## src/rtl/reu_xfer_sequencer.sv

```systemverilog
// REU DMA transfer sequencer.
// Owns the C64 DMA handshake and steps stash/fetch/swap/verify transfers one
// byte per PHI2 cycle. Bus, RAM and latch strobes are decoded combinationally
// from the registered state so that they are stable for the whole PHI2 period
// and are acted on at its closing negedge.
module reu_xfer_sequencer #(
    parameter int unsigned START_DELAY  = 1,    // nDMA-low cycles before the first transfer cycle (1..3)
    parameter bit          VERIFY_ABORT = 1'b1  // a verify mismatch ends the transfer
) (
    input  logic       PHI2,
    input  logic       Reset,
    input  logic       Execute,
    input  logic [1:0] XferType,
    input  logic       Length1,
    input  logic       BA,
    input  logic       VerifyMatch,
    output logic       nDMA,
    output logic       Busy,
    output logic       C64RnW,
    output logic       C64AddrOE,
    output logic       C64DataOE,
    output logic       RAMRD,
    output logic       RAMWR,
    output logic       LatchC64,
    output logic       LatchRAM,
    output logic       IncCA,
    output logic       IncREUA,
    output logic       DecLen,
    output logic       XferEnd,
    output logic       SetEndOfBlock,
    output logic       SetVerifyErr
);

    localparam logic [1:0] TYPE_STASH  = 2'b00;
    localparam logic [1:0] TYPE_FETCH  = 2'b01;
    localparam logic [1:0] TYPE_SWAP   = 2'b10;
    localparam logic [1:0] TYPE_VERIFY = 2'b11;

    typedef enum logic [1:0] {
        IDLE  = 2'd0,
        START = 2'd1,
        XFER  = 2'd2,
        SWAPW = 2'd3
    } state_t;

    state_t     stateReg, stateNext;
    logic [1:0] xTypeReg, xTypeNext;
    logic [1:0] delayReg, delayNext;

    logic advance;
    logic lastByte;
    logic verifyAbort;

    // State, captured transfer type and start-delay counter, all on the falling PHI2 edge.
    always_ff @(negedge PHI2) begin
        if (Reset) begin
            stateReg <= IDLE;
            xTypeReg <= TYPE_STASH;
            delayReg <= 2'd0;
        end else begin
            stateReg <= stateNext;
            xTypeReg <= xTypeNext;
            delayReg <= delayNext;
        end
    end

    // The DMA request and busy flag come from registered state only, so they stay glitch-free.
    assign nDMA = (stateReg == IDLE);
    assign Busy = (stateReg != IDLE);

    // Next-state and per-cycle strobe decode; Reset suppresses every strobe in its own cycle.
    always_comb begin
        stateNext     = stateReg;
        xTypeNext     = xTypeReg;
        delayNext     = delayReg;
        C64RnW        = 1'b1;
        C64AddrOE     = 1'b0;
        C64DataOE     = 1'b0;
        RAMRD         = 1'b0;
        RAMWR         = 1'b0;
        LatchC64      = 1'b0;
        LatchRAM      = 1'b0;
        advance       = 1'b0;
        lastByte      = 1'b0;
        verifyAbort   = 1'b0;
        SetVerifyErr  = 1'b0;

        if (!Reset) begin
            unique case (stateReg)
                IDLE: begin
                    if (Execute) begin
                        stateNext = START;
                        xTypeNext = XferType;
                        delayNext = 2'(START_DELAY);
                    end
                end
                START: begin
                    // The cycle that takes the counter to zero is the last nDMA-low wait cycle.
                    delayNext = delayReg - 2'd1;
                    if (delayReg <= 2'd1) begin
                        stateNext = XFER;
                    end
                end
                XFER: begin
                    if (BA) begin
                        unique case (xTypeReg)
                            TYPE_STASH: begin
                                // RAM writes straight off the C64 data bus.
                                C64AddrOE = 1'b1;
                                LatchC64  = 1'b1;
                                RAMWR     = 1'b1;
                                advance   = 1'b1;
                            end
                            TYPE_FETCH: begin
                                C64RnW    = 1'b0;
                                C64AddrOE = 1'b1;
                                C64DataOE = 1'b1;
                                RAMRD     = 1'b1;
                                LatchRAM  = 1'b1;
                                advance   = 1'b1;
                            end
                            TYPE_SWAP: begin
                                // Read both sides into the latches; the write-back happens in SWAPW.
                                C64AddrOE = 1'b1;
                                RAMRD     = 1'b1;
                                LatchC64  = 1'b1;
                                LatchRAM  = 1'b1;
                                stateNext = SWAPW;
                            end
                            TYPE_VERIFY: begin
                                C64AddrOE = 1'b1;
                                RAMRD     = 1'b1;
                                advance   = 1'b1;
                                if (!VerifyMatch) begin
                                    SetVerifyErr = 1'b1;
                                    verifyAbort  = VERIFY_ABORT;
                                end
                            end
                        endcase
                    end
                end
                SWAPW: begin
                    if (BA) begin
                        // Latch B goes to the C64 (address still driven), latch A goes to RAM.
                        C64RnW    = 1'b0;
                        C64AddrOE = 1'b1;
                        C64DataOE = 1'b1;
                        RAMWR     = 1'b1;
                        advance   = 1'b1;
                        stateNext = XFER;
                    end
                end
            endcase

            lastByte = advance & Length1;
            if (lastByte || verifyAbort) begin
                stateNext = IDLE;
            end
        end

        IncCA         = advance;
        IncREUA       = advance;
        DecLen        = advance;
        SetEndOfBlock = lastByte;
        XferEnd       = lastByte | verifyAbort;
    end

endmodule

```

## config.mk

```make
export PLATFORM = sky130hd
export DESIGN_NAME = reu_xfer_sequencer
export DESIGN_NICKNAME = d
export VERILOG_FILES = /design/src/rtl/reu_xfer_sequencer.sv
export SDC_FILE = /design/constraint.sdc
export NUM_CORES = 1
export LEC_CHECK = 0
export ABC_AREA = 1
export ABC_CLOCK_PERIOD_IN_PS = 1300
export CAP_MARGIN = 20
export CORE_AREA = 2 2 39 41
export CTS_CLUSTER_SIZE = 40
export DETAILED_ROUTE_END_ITERATION = 10
export DIE_AREA = 0 0 41 43
export HOLD_SLACK_MARGIN = 0.12
export PLACE_DENSITY = 0.74
export SLEW_MARGIN = 20
export SYNTH_ARGS = -nofsm -noshare
export SYNTH_HDL_FRONTEND = slang
export SYNTH_SLANG_ARGS = --single-unit
export TNS_END_PERCENT = 50
```

## constraint.sdc

```tcl
create_clock -name PHI2 -period 1.3 [get_ports PHI2]
set_input_delay 0.26 -clock PHI2 [delete_from_list [all_inputs] [get_ports PHI2]]
set_output_delay 0.26 -clock PHI2 [all_outputs]
set_load 0.03 [all_outputs]
```

After elaboration in Yosys (flattened, before gate mapping)

Index checks and enable logic that the tools add are counted.

Logic and storage cells: 82
Register bits after elaboration: 6
Output and inout bits: 15
Bits of input ports: 8

Add/sub/neg operators: 1
Bitwise logic cells: 2
Equal/unequal tests: 11
Muxes and demuxes: 50
Order comparisons: 1
Reduce and logical (&&, ||, !) cells: 14

Operator list:

| operator              | number |
|---|---|
| $mux W1               | 38 |
| $mux W2               | 5 |
| $pmux W1 S2           | 5 |
| $eq A2 B2 Y1 const B  | 4 |
| $ne A2 B2 Y1 const B  | 4 |
| $pmux W2 S4           | 1 |
| $reduce_or A2 Y1      | 3 |
| $reduce_or A3 Y1      | 2 |
| $reduce_and A5 Y1     | 1 |
| $eq A2 B1 Y1 const B  | 2 |
| $logic_not A2 Y1      | 2 |
| $pmux W2 S2           | 1 |
| $reduce_and A2 Y1     | 2 |
| $reduce_bool A2 Y1    | 2 |
| $reduce_or A4 Y1      | 1 |
| $le A2 B1 Y1 const B  | 1 |
| $ne A2 B1 Y1 const B  | 1 |
| $sub A2 B1 Y2 const B | 1 |
| $and A1 B1 Y1         | 1 |
| $logic_or A1 B1 Y1    | 1 |
| $or A1 B1 Y1          | 1 |

Longest topological paths before layout

Gate-level depths: netlist of run 1.

Depth in word-level cells: 9
Mapped depth: 7
Gate-level depth less buffers: 7

==> results of run 1 <==
==> worst register-to-register path: stages, from the launching register on <==
cell and delay [ps]:
dfxtp_2 350, inv_2 60, ha_4 160, nand2_2 60
nand4_1 210, buf_4 230, buf_4 130, nand2_1 80
a21oi_2 30
==> registers in the layout (all words and copies together) (netlist names) <==
| name | cells |
|---|---|
| xTypeReg | 2 |
| stateReg | 2 |
| delayReg | 2 |
==> metal layers <==
layer | global-route usage | vias up
li1 | - | 321
met4 | 0.153 | 0
met3 | 0.0890 | 6
met5 | 0 | -
met2 | 0.366 | 25
met1 | 0.194 | 285
==> cells by family after synthesis <==
| kind of cell | Yosys count |
|---|---|
| buffers and inverters | 20 |
| AO/OA/AOI/OAI | 14 |
| flip-flops | 6 |
| adder cells (fa/ha/maj) | 6 |
| AND/OR/NAND/NOR | 30 |
==> layout by cell type (no fill, tap or decap), drive strengths merged <==
master         count
o21ai              4
buf               31
dlygate4sd2        4
a21oi              9
ha                 6
dfxtp              6
clkdlybuf4s50      1
clkbuf             3
inv               22
or2                1
nand4              2
dlymetal6s2s       2
nor2              11
o211ai             1
nand2             13
nand3              3
==> power by group through the flow <==
stage               Clock, mW  Combinational, mW  Sequential (mW)
global route            0.305              0.764            0.280
finish                  0.267              0.711            0.275
CTS                     0.280              0.665            0.275
global placement       0.0334              0.587            0.268
detailed placement     0.0334              0.600            0.269
floorplan              0.0334              0.398            0.266
==> repair_timing <==
| action | 4_1_cts | 5_1_grt |
|---|---|---|
| endpoints found under the setup margin | 21 | 19 |
| hold endpoints to repair | 0 | 0 |
| setup buffers | 2 | 3 |
| gates resized for setup | 35 | 10 |
| hold buffers | 0 | 0 |
| gates cloned | 0 | 0 |
| pin swaps | 3 | 5 |
==> final timing paths <==
path / startpoint / end / slack (ps) / cells past startpoint
worst max register to register: xTypeReg[0] / stateReg[1] / -90 / 8
worst min register to register: delayReg[0] / delayReg[0] / 460 / 2
worst max-delay path: xTypeReg[0] / XferEnd / -1080 / 6
worst min-delay path: delayReg[0] / delayReg[0] / 460 / 2
==> layout make-up <==
type	instances	share of cell area
multi-input combinational	50	0.397
tap	16	0.0193
clock buffer	3	0.0217
timing repair buffer	38	0.353
inverter	16	0.0626
clock inverter	6	0.0217
sequential	6	0.125
==> qor.txt, run 1 <==
Syn_nets: 90
Compound-Gate Fraction of Synth Area: 0.146
WL final: 1690 um
Final WS setup: -1080 ps
Worst-path maximum fanout: 3
CP max-delay cell: dfxtp_2
Total Neg Setup Slack: -14780 ps
DP Wirelength: 1090 um
Max-Slew Margin vs Limit: 0.830
Cell with the most instances after synthesis: inv_1
Adder-cell share of the synthesized area: 0.151
Total power: 1.25 mW
Slew Limit Fails: 0
CTS Buf Count: 3
Top cell type's share of synthesized area: 0.241
Final Hold Slack: 461 ps
RSZ-0062 raised after global routing: yes
Seq/Total Area, Yosys: 0.241
Failing checks: negative setup slack
Register area: 130 um2
Post-Route M1 WL: 656 um
Top cells by area, synth: dfxtp_1, ha_1, inv_1, nand2_1, a21oi_1
Multi-input logic area: 413 um2
Height of the die: 43 um
Final setup vio count: 19
DR top layer: met4
Final global-route overflow total: 0
Switch share: 0.465
Max stage delay on crit path: 350 ps
CTS Buffer Depth: 2
Ports: 23
CTS tree: yes
Final Instance Count excl. Fillers: 135
Sequential power share: 0.220
Starting Density: 0.360
Skew final: 36.2 ps
Die area: 0.00176 mm2
Simple-Gate Fraction of Synth Area: 0.289
Max cap viols: 0
Iter 0 DRT Violations: 6
Fillers: 98
Critical path type: register to output port
Area growth, synth to finish: 109%
Worst hold path class: register to register
Distinct cell type count after synthesis: 15
DRT Pass-1 Iters: 4
CP top delay family: flip-flops
Crit path cell chain: inv_2, ha_4, nand2_2, nand4_1, a21oi_4, buf_6
Average vias per placed instance: 4.72
Post-route design area: 0.00104 mm2
Avg Inst Size Synth: 6.55 um2
Routability cong.: 0.750
Routed wire length on met3: 108 um
Pwr dens: 1200 mW/mm2
Root Driver: clkbuf_4
All-layer global routing usage: 0.218
Setup crit start kind: register
Ys async rst share: 0
Row count: 14
Mux contribution to synthesized area: 0
Initial antenna violation count: 0
WL/cell: 12.5 um
Comb pwr share: 0.567
Vias in the first global route: 640
Post-synth top cells: inv_1, nand2_1, a21oi_1, nor2_1
Largest net degree at the start of global routing: 7
Largest family of logic cells by synthesized area: simple AND/OR/NAND/NOR gates
Sink Count: 6
Final Util: 0.751
Via Count: 637
Synth Register Bits: 6
Post-synth EDFFs: 0
Netlist Area Pre-Place: 498 um2
Number of cells after detailed placement: 122
YS warnings: 0
Nets@finish: 135
Worst skew pair latency: 330 ps
Xor/xnor share of the synthesized area: 0
Peak VDD IR: 0.875 mV
Die extent in x: 41 um
Worst-path clk slew: 30 ps
Outcome: finished with violations
Synth area leader: dfxtp_1
PortBufs: 22
Layout cell share with drive strength beyond 1: 0.580
CP required: 1040 ps
H-Tree Depth: 1
Worst Tran Pin Value: 254 ps
Crit path arrival time: 2120 ps
Switching Power: 0.583 mW
Core Area: 0.00138 mm2
Post-DP Area: 848 um2
Final hold vios: 0
Leak Pwr: 0.508 nW
DR DRC count: 0
P_int: 0.670 mW
Critical path capture point type: output port
CP bufs+invs: 2
Clock share of power: 0.213
WL met2: 884 um
N_diodes: 0
ANT nets after route: 0
Syn Inst Count: 76
Synth Flop Type: dfxtp_1
First-pass GRT wire length: 2530 um
Pre-CTS setup slack: -794 ps
(Power assumes the default switching activity.)
==> run 2: changes to the inputs <==
CORE_AREA = unset   (was 2 2 39 41)
CORE_UTILIZATION = 33   (was unset)
DIE_AREA = unset   (was 0 0 41 43)
PLACE_DENSITY = 0.66   (was 0.74)
==> qor.txt, run 2 (synthesized netlist as in run 1, its figures left out) <==
H-Tree Depth: 1 (unchanged)
WHS Path Cells: 2 (unchanged)
Iter 0 DRT Violations: 8 (was 6)
Initial antenna violation count: 0 (unchanged)
Final setup vio count: 19 (unchanged)
Crit path arrival time: 2060 ps (was 2120 ps)
Worst-path clk slew: 30 ps (about the same)
ANT nets after route: 0 (unchanged)
Height of the die: 40.8 um (was 43 um)
Via Count: 624 (was 637)
Hold buffers post-CTS: 0 (unchanged)
Die area: 0.00167 mm2 (was 0.00176 mm2)
Root Driver: clkbuf_4 (unchanged)
Most frequent cells in the layout: buf_6, inv_1, buf_4 (was buf_6, buf_4, inv_1)
CP required: 1040 ps (about the same)
Total Neg Setup Slack: -14450 ps (was -14780 ps)
Worst-path maximum fanout: 3 (unchanged)
Commonest non-fill, non-tap cell in the layout: buf_6 (unchanged)
Average vias per placed instance: 4.69 (was 4.72)
Nets@finish: 134 (was 135)
Peak VDD IR: 0.868 mV (was 0.875 mV)
Ports: 23 (unchanged)
First-pass GRT wire length: 2150 um (was 2530 um)
RSZ-0062 raised after global routing: yes (unchanged)
Routability cong.: 0.760 (was 0.750)
DP Wirelength: 1020 um (was 1090 um)
Worst hold path class: register to register (unchanged)
Skew final: 4.98 ps (was 36.2 ps)
R2r worst-path depth: 9 (was 8)
PortBufs: 22 (unchanged)
FF-to-FF End: stateReg[0] (was stateReg[1])
WL final: 1420 um (was 1690 um)
Failing checks: negative setup slack (unchanged)
Max-Slew Margin vs Limit: 0.850 (was 0.830)
R2R setup slack: -30 ps (was -90 ps)
DRT Pass-1 Iters: 4 (unchanged)
Sink Count: 6 (unchanged)
Layout cell share with drive strength beyond 1: 0.559 (was 0.580)
CTS Buffer Depth: 2 (unchanged)
Largest regs: delayReg (2), stateReg (2), xTypeReg (2) (unchanged)
WL/cell: 10.7 um (was 12.5 um)
Post-DP Area: 855 um2 (was 848 um2)
Area growth, synth to finish: 108% (was 109%)
Max cap viols: 0 (unchanged)
All-layer global routing usage: 0.196 (was 0.218)
Worst Tran Pin Value: 225 ps (was 254 ps)
Final WS setup: -1020 ps (was -1080 ps)
CTS Buf Count: 3 (unchanged)
Critical path type: register to output port (unchanged)
Min-delay src: delayReg[1] (was delayReg[0])
Core Area: 0.00135 mm2 (was 0.00138 mm2)
Pwr dens: 1190 mW/mm2 (was 1200 mW/mm2)
DR DRC count: 0 (unchanged)
Fillers: 101 (was 98)
Die extent in x: 40.8 um (was 41 um)
Post-route design area: 0.00103 mm2 (was 0.00104 mm2)
Starting Density: 0.369 (was 0.360)
Critical path capture point type: output port (unchanged)
Vias in the first global route: 541 (was 640)
Final global-route overflow total: 0 (unchanged)
Slew Limit Fails: 0 (unchanged)
Leak Pwr: 0.485 nW (was 0.508 nW)
Worst hold path endpoint: delayReg[1] (was delayReg[0])
Final hold vios: 0 (unchanged)
RR Startpoint: xTypeReg[0] (unchanged)
Worst skew pair latency: 300 ps (was 330 ps)
Largest net degree at the start of global routing: 7 (unchanged)
Setup crit start kind: register (unchanged)
Outcome: finished with violations (unchanged)
CTS tree: yes (unchanged)
N_diodes: 0 (unchanged)
Row count: 13 (was 14)
[run 2: cell types whose count changed in the layout (fill, tap and decap cells not counted)]
| cell | previous run | this run |
|---|---|---|
| ha_4 | 2 | 3 |
| dlygate4sd2_1 | 4 | 3 |
| buf_4 | 14 | 13 |
| a21oi_2 | 2 | 1 |
| a21oi_1 | 4 | 5 |
| inv_2 | 7 | 6 |
| inv_1 | 13 | 14 |
| dlymetal6s2s_1 | 2 | 0 |
| clkdlybuf4s50_1 | 1 | 4 |
| ha_2 | 1 | 0 |
[run 2: how the worst max path moves through the flow]
stage | to | slack [ps] | from
final | SetEndOfBlock | -1020 | xTypeReg[0]
after global routing | XferEnd | -1100 | xTypeReg[0]
after CTS | XferEnd | -1030 | xTypeReg[0]
after detailed placement | XferEnd | -790 | xTypeReg[1]
after global placement | XferEnd | -790 | xTypeReg[1]
after floorplan | IncCA | -900 | stateReg[1]
[run 2: per-layer routing]
layer,global-route usage,part of all wire
met5,0,0
met4,0.108,0.016
met3,0.0435,0.053
met2,0.340,0.50
met1,0.216,0.42
[run 2: stage by stage]
stage,setup WS (ps),instances,total power [mW],hold WS [ps],utilization
3_3_place_gp,-787,122,0.885,453,0.633
6_report,-1020,133,1.23,468,0.766
2_1_floorplan,-898,76,0.697,434,-
4_1_cts,-1030,133,1.21,468,0.749
3_5_place_dp,-790,122,0.896,464,0.633
5_1_grt,-1100,133,1.33,497,0.766
[run 2: critical path, stage by stage (launching register included)]
cell and delay, ps:
dfxtp_2 340, inv_2 60, ha_4 150, nand2_2 50, nand4_1 190, nor2_2 180, buf_6 140
[run 2: final cells by class]
cell class,count,area [um2],area share
Multi-Input combinational cell,50,419,0.406
Timing Repair Buffer,37,355,0.344
Sequential cell,6,130,0.126
Inverter,16,65.1,0.0630
Clock buffer,3,22.5,0.0218
Clock inverter,6,22.5,0.0218
Tap cell,15,18.8,0.0182
[run 2: where the power goes]
| part | total (mW) | switching (mW) | internal (mW) |
|---|---|---|---|
| combinational | 0.709 | 0.392 | 0.316 |
| sequential | 0.279 | 0.0449 | 0.235 |
| clock | 0.243 | 0.113 | 0.130 |
[run 2: repair_timing]
action / CTS / global route
resized for setup: 33 / 8
pin swaps: 3 / 5
setup endpoints to repair: 21 / 20
buffers inserted: 3 / 0
